===== config.mk =====
export PLATFORM = sky130hd
export DESIGN_NAME = instr_fetch
export DESIGN_NICKNAME = d
export VERILOG_FILES = /design/src/rtl/proc_pkg.sv /design/src/rtl/fetch_fifo.sv /design/src/rtl/instr_fetch.sv
export SDC_FILE = /design/constraint.sdc
export NUM_CORES = 1
export LEC_CHECK = 0
export BUFFER_PORTS_ARGS = -buffer_cell sky130_fd_sc_hd__buf_2
export CORE_MARGIN = 2
export CORE_UTILIZATION = 55
export CTS_CLUSTER_DIAMETER = 100
export CTS_CLUSTER_SIZE = 20
export DETAILED_ROUTE_END_ITERATION = 12
export PLACE_DENSITY = 0.87
export SYNTH_ARGS = -nofsm -noshare
export SYNTH_HDL_FRONTEND = slang
export SYNTH_HIERARCHICAL = 1
export SYNTH_SLANG_ARGS = --single-unit

===== constraint.sdc =====
create_clock -name clk -period 2.9 [get_ports clk]
set_input_delay 0.145 -clock clk [delete_from_list [all_inputs] [get_ports clk]]
set_output_delay 0.145 -clock clk [all_outputs]
set_load 0.1 [all_outputs]

===== src/rtl/proc_pkg.sv =====
// Shared processor constants and the fetch FSM state type.
// Imported by the fetch unit and its sub-blocks.
package proc_pkg;

  localparam int PC_W       = 16;
  localparam int INSTR_W    = 32;
  localparam logic [PC_W-1:0] RESET_PC = 16'h0000;
  localparam int OPCODE_MSB = 31;
  localparam int OPCODE_LSB = 26;

  typedef enum logic [1:0] {
    IDLE     = 2'd0,
    WAIT_ACK = 2'd1,
    DROP     = 2'd2
  } fetch_state_e;

endpackage


===== src/rtl/fetch_fifo.sv =====
// Two-entry {pc, instr} buffer between instruction memory and decode.
// Flush wins over push and pop; head entry is driven straight from registers.
module fetch_fifo #(
  parameter int PC_W    = proc_pkg::PC_W,
  parameter int INSTR_W = proc_pkg::INSTR_W
) (
  input  logic               clk,
  input  logic               rst_n,
  input  logic               flush_i,
  input  logic               push_i,
  input  logic [PC_W-1:0]    push_pc_i,
  input  logic [INSTR_W-1:0] push_instr_i,
  input  logic               pop_i,
  output logic [1:0]         count_o,
  output logic               valid_o,
  output logic [PC_W-1:0]    pc_o,
  output logic [INSTR_W-1:0] instr_o
);

  logic [PC_W-1:0]    pc_q  [2];
  logic [INSTR_W-1:0] ins_q [2];
  logic               rd_q;
  logic               wr_q;
  logic [1:0]         cnt_q;
  logic               do_pop;
  logic               do_push;

  assign do_pop  = pop_i && (cnt_q != 2'd0) && !flush_i;
  assign do_push = push_i && !flush_i &&
                   ((cnt_q != 2'd2) || do_pop);

  always_ff @(posedge clk or negedge rst_n) begin
    if (!rst_n) begin
      pc_q[0]  <= '0;
      pc_q[1]  <= '0;
      ins_q[0] <= '0;
      ins_q[1] <= '0;
      rd_q     <= 1'b0;
      wr_q     <= 1'b0;
      cnt_q    <= 2'd0;
    end else if (flush_i) begin
      rd_q  <= 1'b0;
      wr_q  <= 1'b0;
      cnt_q <= 2'd0;
    end else begin
      if (do_push) begin
        pc_q[wr_q]  <= push_pc_i;
        ins_q[wr_q] <= push_instr_i;
        wr_q        <= ~wr_q;
      end
      if (do_pop) begin
        rd_q <= ~rd_q;
      end
      cnt_q <= cnt_q + 2'(do_push) - 2'(do_pop);
    end
  end

  assign count_o = cnt_q;
  assign valid_o = (cnt_q != 2'd0);
  assign pc_o    = pc_q[rd_q];
  assign instr_o = ins_q[rd_q];

endmodule


===== src/rtl/instr_fetch.sv =====
// Instruction fetch stage: one outstanding memory read, redirect flush,
// and a two-entry buffer feeding decode.
module instr_fetch #(
  parameter int              PC_W     = proc_pkg::PC_W,
  parameter int              INSTR_W  = proc_pkg::INSTR_W,
  parameter logic [PC_W-1:0] RESET_PC = proc_pkg::RESET_PC
) (
  input  logic               clk,
  input  logic               rst_n,
  output logic               imem_req,
  output logic [PC_W-1:0]    imem_addr,
  input  logic               imem_ack,
  input  logic [INSTR_W-1:0] imem_rdata,
  input  logic               redirect_valid,
  input  logic [PC_W-1:0]    redirect_pc,
  output logic               dec_valid,
  input  logic               dec_ready,
  output logic [INSTR_W-1:0] dec_instr,
  output logic [PC_W-1:0]    dec_pc
);

  import proc_pkg::*;

  fetch_state_e    state_q, state_d;
  logic [PC_W-1:0] fetch_pc_q, fetch_pc_d;
  logic [PC_W-1:0] addr_q, addr_d;
  logic            push;
  logic [1:0]      buf_cnt;

  always_comb begin
    state_d    = state_q;
    fetch_pc_d = fetch_pc_q;
    addr_d     = addr_q;
    push       = 1'b0;
    unique case (state_q)
      IDLE: begin
        if (redirect_valid) begin
          fetch_pc_d = redirect_pc;
        end else if (buf_cnt < 2'd2) begin
          state_d = WAIT_ACK;
          addr_d  = fetch_pc_q;
        end
      end
      WAIT_ACK: begin
        if (redirect_valid) begin
          fetch_pc_d = redirect_pc;
          state_d    = imem_ack ? IDLE : DROP;
        end else if (imem_ack) begin
          push       = 1'b1;
          fetch_pc_d = addr_q + PC_W'(1);
          state_d    = IDLE;
        end
      end
      DROP: begin
        // the in-flight read belongs to a stale path; just retire it
        if (redirect_valid) begin
          fetch_pc_d = redirect_pc;
        end
        if (imem_ack) begin
          state_d = IDLE;
        end
      end
      default: state_d = IDLE;
    endcase
  end

  always_ff @(posedge clk or negedge rst_n) begin
    if (!rst_n) begin
      state_q    <= IDLE;
      fetch_pc_q <= RESET_PC;
      addr_q     <= RESET_PC;
    end else begin
      state_q    <= state_d;
      fetch_pc_q <= fetch_pc_d;
      addr_q     <= addr_d;
    end
  end

  assign imem_req  = (state_q != IDLE);
  assign imem_addr = addr_q;

  fetch_fifo #(
    .PC_W    (PC_W),
    .INSTR_W (INSTR_W)
  ) u_fifo (
    .clk          (clk),
    .rst_n        (rst_n),
    .flush_i      (redirect_valid),
    .push_i       (push),
    .push_pc_i    (addr_q),
    .push_instr_i (imem_rdata),
    .pop_i        (dec_valid && dec_ready),
    .count_o      (buf_cnt),
    .valid_o      (dec_valid),
    .pc_o         (dec_pc),
    .instr_o      (dec_instr)
  );

endmodule


* After elaboration in Yosys (flattened, before gate mapping) *
Index checks and enable logic that the tools add are counted.
W data, S select, Z words.

word-level totals
  register bits = 134
  input port bits = 53
  output and inout bits = 66
  logic and storage cells = 78

operators by class
  add/sub/neg operators = 3
  $lt $le $gt $ge = 4
  equal/unequal tests = 7
  mux-type cells = 30
  bitwise operators = 5
  reduce and logical (&&, ||, !) cells = 19

operators with widths
  kind                     number
  $mux W32                 4
  $mux W16                 7
  $bwmux W64               1
  $bwmux W32               1
  $demux W32 S1            1
  $pmux W16 S2             1
  $add A16 B1 Y16 const B  1
  $demux W16 S1            1
  $mux W2                  6
  $reduce_bool A2 Y1       5
  $mux W1                  7
  $logic_and A1 B1 Y1      6
  $ne A2 B2 Y1 const B     3
  $pmux W2 S3              1
  $reduce_and A3 Y1        2
  $ge A2 B2 Y1 const B     2
  $not A1 Y2               2
  $reduce_and A2 Y1        2
  $ne A3 B3 Y1 const B     1
  $not A1 Y1               3
  $add A2 B1 Y2            1
  $eq A2 B1 Y1 const B     1
  $eq A2 B2 Y1 const B     1
  $logic_not A2 Y1         1
  other kinds (7)          7

* Depth between registers and ports, before layout *
  depth after elaboration = 9
  gate-level depth with buffers = 10
  mapped depth without buffers = 10

* Hierarchy *
The synthesis kept the hierarchy.

by module, submodules not included
  module       times used  cells each  area each (µm²)
  fetch_fifo   1           278         4425.5
  instr_fetch  1           160         1715.4

* Worst setup path before layout *
Ideal clock, no wire load.

  path type = flip-flop to flip-flop
  start = register u_fifo.cnt_q[1], in the netlist u_fifo/count_o[1]
  end = register u_fifo.cnt_q[0], in the netlist u_fifo/count_o[0]
  setup time = 0.118 ns
  arrival time = 2.315 ns
  data required time = 2.782 ns
  slack = 0.467 ns
  stages on the path, launching flop included = 9
  buffers on the path = 0
  path through = dfrtp_1 -> or2_2 -> and2_1 -> nor3b_1 -> or3b_2 -> ha_1 -> inv_1 -> ha_1 -> nor2b_1

between the ends
  word-level cells in the longest chain between the ends = 9
  elaborated cells on any way between the ends = 10

ends and longest elaborated chain
  what                                  line               RTL
  start: declaration                    fetch_fifo.sv:24   logic [1:0] cnt_q;
  start signal: assignment              fetch_fifo.sv:54   cnt_q <= cnt_q + 2'(do_push) - 2'(do_pop);
  $reduce_bool A2 Y1 (*)                fetch_fifo.sv:59   assign valid_o = (cnt_q != 2'd0);
  named net dec_valid                   instr_fetch.sv:16  output logic dec_valid,
  $logic_and A1 B1 Y1                   instr_fetch.sv:92  .pop_i (dec_valid && dec_ready),
  $logic_and A1 B1 Y1 (*) (2 in a row)  fetch_fifo.sv:28   assign do_pop = pop_i && (cnt_q != 2'd0) && !flush_i;
  $logic_or A1 B1 Y1                    fetch_fifo.sv:30   ((cnt_q != 2'd2) || do_pop);
  $logic_and A1 B1 Y1                   fetch_fifo.sv:29   assign do_push = push_i && !flush_i &&
  $add A2 B1 Y2                         fetch_fifo.sv:54
  $sub A2 B1 Y2 (*)                     fetch_fifo.sv:54
  $mux W2 (*)                           fetch_fifo.sv:41   end else if (flush_i) begin

The timed path passes the listed nets; every way through them passes the cells marked *.
A chain may end at the register's enable or synchronous reset.

* Worst setup path in the final report *
  start = register u_fifo.rd_q
  end = output port dec_instr[24]

between the ends
  word-level cells in the longest chain between the ends = 4

ends and longest elaborated chain
  what                                         line               RTL
  start: declaration                           fetch_fifo.sv:22   logic rd_q;
  start signal: assignment                     fetch_fifo.sv:52   rd_q <= ~rd_q;
  $not A1 Y2 (not written as such)             fetch_fifo.sv:61   assign instr_o = ins_q[rd_q];
  $mux W32 (not written as such) (3 in a row)  fetch_fifo.sv:61
  end: declaration                             instr_fetch.sv:18  output logic [INSTR_W-1:0] dec_instr,

Every way passes these cells. The select of a mux whose other input is x is not followed.

==> flow_summary.ini <==
[status]
status = finished, final reports clean

[critical_path]
worst_ep_arrival_time_ns = 2.34
startpoint_type = register
critPathLaunch = u_fifo/rd_q
cp_max_fo = 28
rr_startpoint = state_q[0]
cp-end-kind = output port
crit_type = reg2out
critPathRequiredTime_ns = 2.76

[worst_hold_path]
worstHoldStart = dec_ready
worstHoldPathType = in2reg

[placed_design]
pre_cts_ws_ns = 0.454
place_congestion = 0.933
dp_cells = 687
portBuffers = 118
place_hpwl_um = 8750
placed_cell_area_um2 = 6910

[synth]
synth_edf_count = 0
ys_types = 41
synth-seq-cells = 134
yosysSeqAreaShare = 0.546
synth_top_cell_by_area = dfrtp_1
yosys.area.top_type_share = 0.546
netlist_area_um2 = 6140
synthFlopType = dfrtp_1
synth_nets = 494
synth_area_leaders = dfrtp_1, mux2_2, mux2_4
async_flop_share = 1.00
synthCells = 438
yosys_warnings = 6
synth.avg_cell_area_um2 = 14.0

[floorplanning]
die_y_um = 110
rows = 38
core_region_area_um2 = 10900
die-area_um2 = 12000
boundaryPins = 119
start_util = 0.564
die_w_um = 110

[route]
route.met2.wl_um = 7020
highest_layer = met4
wl_per_cell_um = 18.2
via_per_inst = 5.51
drc = 0
routed-via-count = 4244
wl_met1_um = 5900
met3_length_um = 851
ant_nets = 0
drtIter0Drc = 205
wl_um = 14000
drt_first_pass_iters = 4

[pwr]
p_per_area_nw_per_um2 = 1070
p_leak_nw = 3.87
peakVddDrop_uv = 1090

[clock_network]
cts_tree = yes
clkSlewWorstSetupHoldPaths_ns = 0.06
clock_sinks = 134
cts_buffers = 17
cts_setup_buffers = 0
cts.repair.resized = 0
htreeDepth = 4
cts_max_path_buffers = 2
insertion_delay_ns = 0.53
root_buffer = clkbuf_8

[final_layout]
instances_no_fill = 770
final_common_cell = mux2_2
finalInstanceArea_um2 = 7950
final_cell_mix = mux2_2, dfrtp_1, buf_2, dlygate4sd3_1, nand2_1
diodes = 0
drive_gt1_frac = 0.524
nNetsFinal = 673
area_delta_synth_final_pct = 29.5
final_util = 0.731

[global_route]
grtUsageTotal = 0.245
grt_pass1_wl_um = 22100
grt_overflow = 0
antenna_found_initial = 0
grt_pass1_vias = 4505
grt_max_degree = 69

[timing]
fmax_mhz = 403
fin_skew_ns = 0.00421
min_period_over_period = 0.856
setup_tns_ns = 0
hold_viol = 0
slew_viol_final = 0
setup_ws_ns = 0.417
rsz0062_at_grt = no
setup_viol = 0
tightest_slew_ns = 0.879
period_needed_ns = 2.48
slew_headroom = 0.414

[run]
drv_cap = 0
## cells in the mapped netlist (2+ instances only)
library cell,number
and2_1,2
o21ai_0,16
mux2i_1,8
mux2_2,138
ha_1,3
xor2_1,7
inv_1,5
nor4_1,2
nor3_1,3
a21oi_1,5
mux2_4,20
o21ai_2,2
buf_2,9
nor2_1,11
a32oi_1,4
nand2b_1,3
nand3_1,4
buf_6,3
xnor2_1,10
buf_1,4
dfrtp_1,134
clkbuf_1,3
nand2_1,23
or2_2,2
## area by class of cell
cell class              instances  area [µm²]
clock buffers                  22         453
clock inverters                10        80.1
fillers                       721        2930
inverters                       5        18.8
multi-input cells             279        2660
flip-flops and latches        134        3350
well taps                     140         175
repair buffers                180        1210
## flip-flops by register name (all words and copies together) (netlist names)
signal and flops:
u_fifo/rd_q 1, fetch_pc_q 16, u_fifo/ins_q 64, u_fifo/pc_q 32
state_q 2, imem_addr 16, u_fifo/wr_q 1, u_fifo/count_o 2
## power breakdown
| group | leakage, nW | internal, W | switching, W |
|---|---|---|---|
| logic | 1.89 | 0.000916 | 0.00294 |
| clock network | 0.264 | 0.00117 | 0.000759 |
| registers | 1.71 | 0.00233 | 0.000380 |
## what timing repair did
item / CTS / global route
endpoints found under the setup margin: 0 / 0
hold buffers: 51 / 0
endpoints found under the hold margin: 149 / 0
## through the flow
stage | hold slack, ns | power [W]
floorplan | -0.151 | 0.00588
global placement | 0.298 | 0.00643
detailed placement | 0.313 | 0.00652
CTS | 0.148 | 0.00853
global route | 0.235 | 0.00881
finish | 0.172 | 0.00850
## worst max-delay path, cell delays in order (launching register included)
cell	delay, ns
dfrtp_2	0.81
buf_4	0.34
mux2_2	0.37
buf_2	0.29
## logic make-up (layout without fill, tap and decap cells)
logic type      after synthesis  in the layout  share of synthesized area
compound gates               30             30                     0.0291
flops                       134            134                      0.546
xor+xnor                     17             17                     0.0242
fa+ha+maj                     3              3                    0.00611
buf+inv                      25            217                     0.0214
simple gates                 63             63                     0.0581
mux                         166            166                      0.315
## routing by layer
layer | vias up | GRT usage
li1 | 1931 | -
met1 | 2155 | 0.296
met2 | 135 | 0.419
met3 | 23 | 0.0676
met4 | 0 | 0.0904
met5 | - | 0
## worst paths after layout
check | end | slack, ns | cells past startpoint
setup / recovery | dec_instr[24] | 0.42 | 3
hold / removal | u_fifo/rd_q | 0.17 | 5
setup reg to reg | u_fifo/count_o[0] | 0.44 | 9
hold reg to reg | fetch_pc_q[3] | 0.48 | 2
max in group asynchronous | u_fifo/pc_q[29] | 1.80 | 3
min in group asynchronous | u_fifo/ins_q[28] | 0.28 | 2
Power figures use the tool's default switching activity.
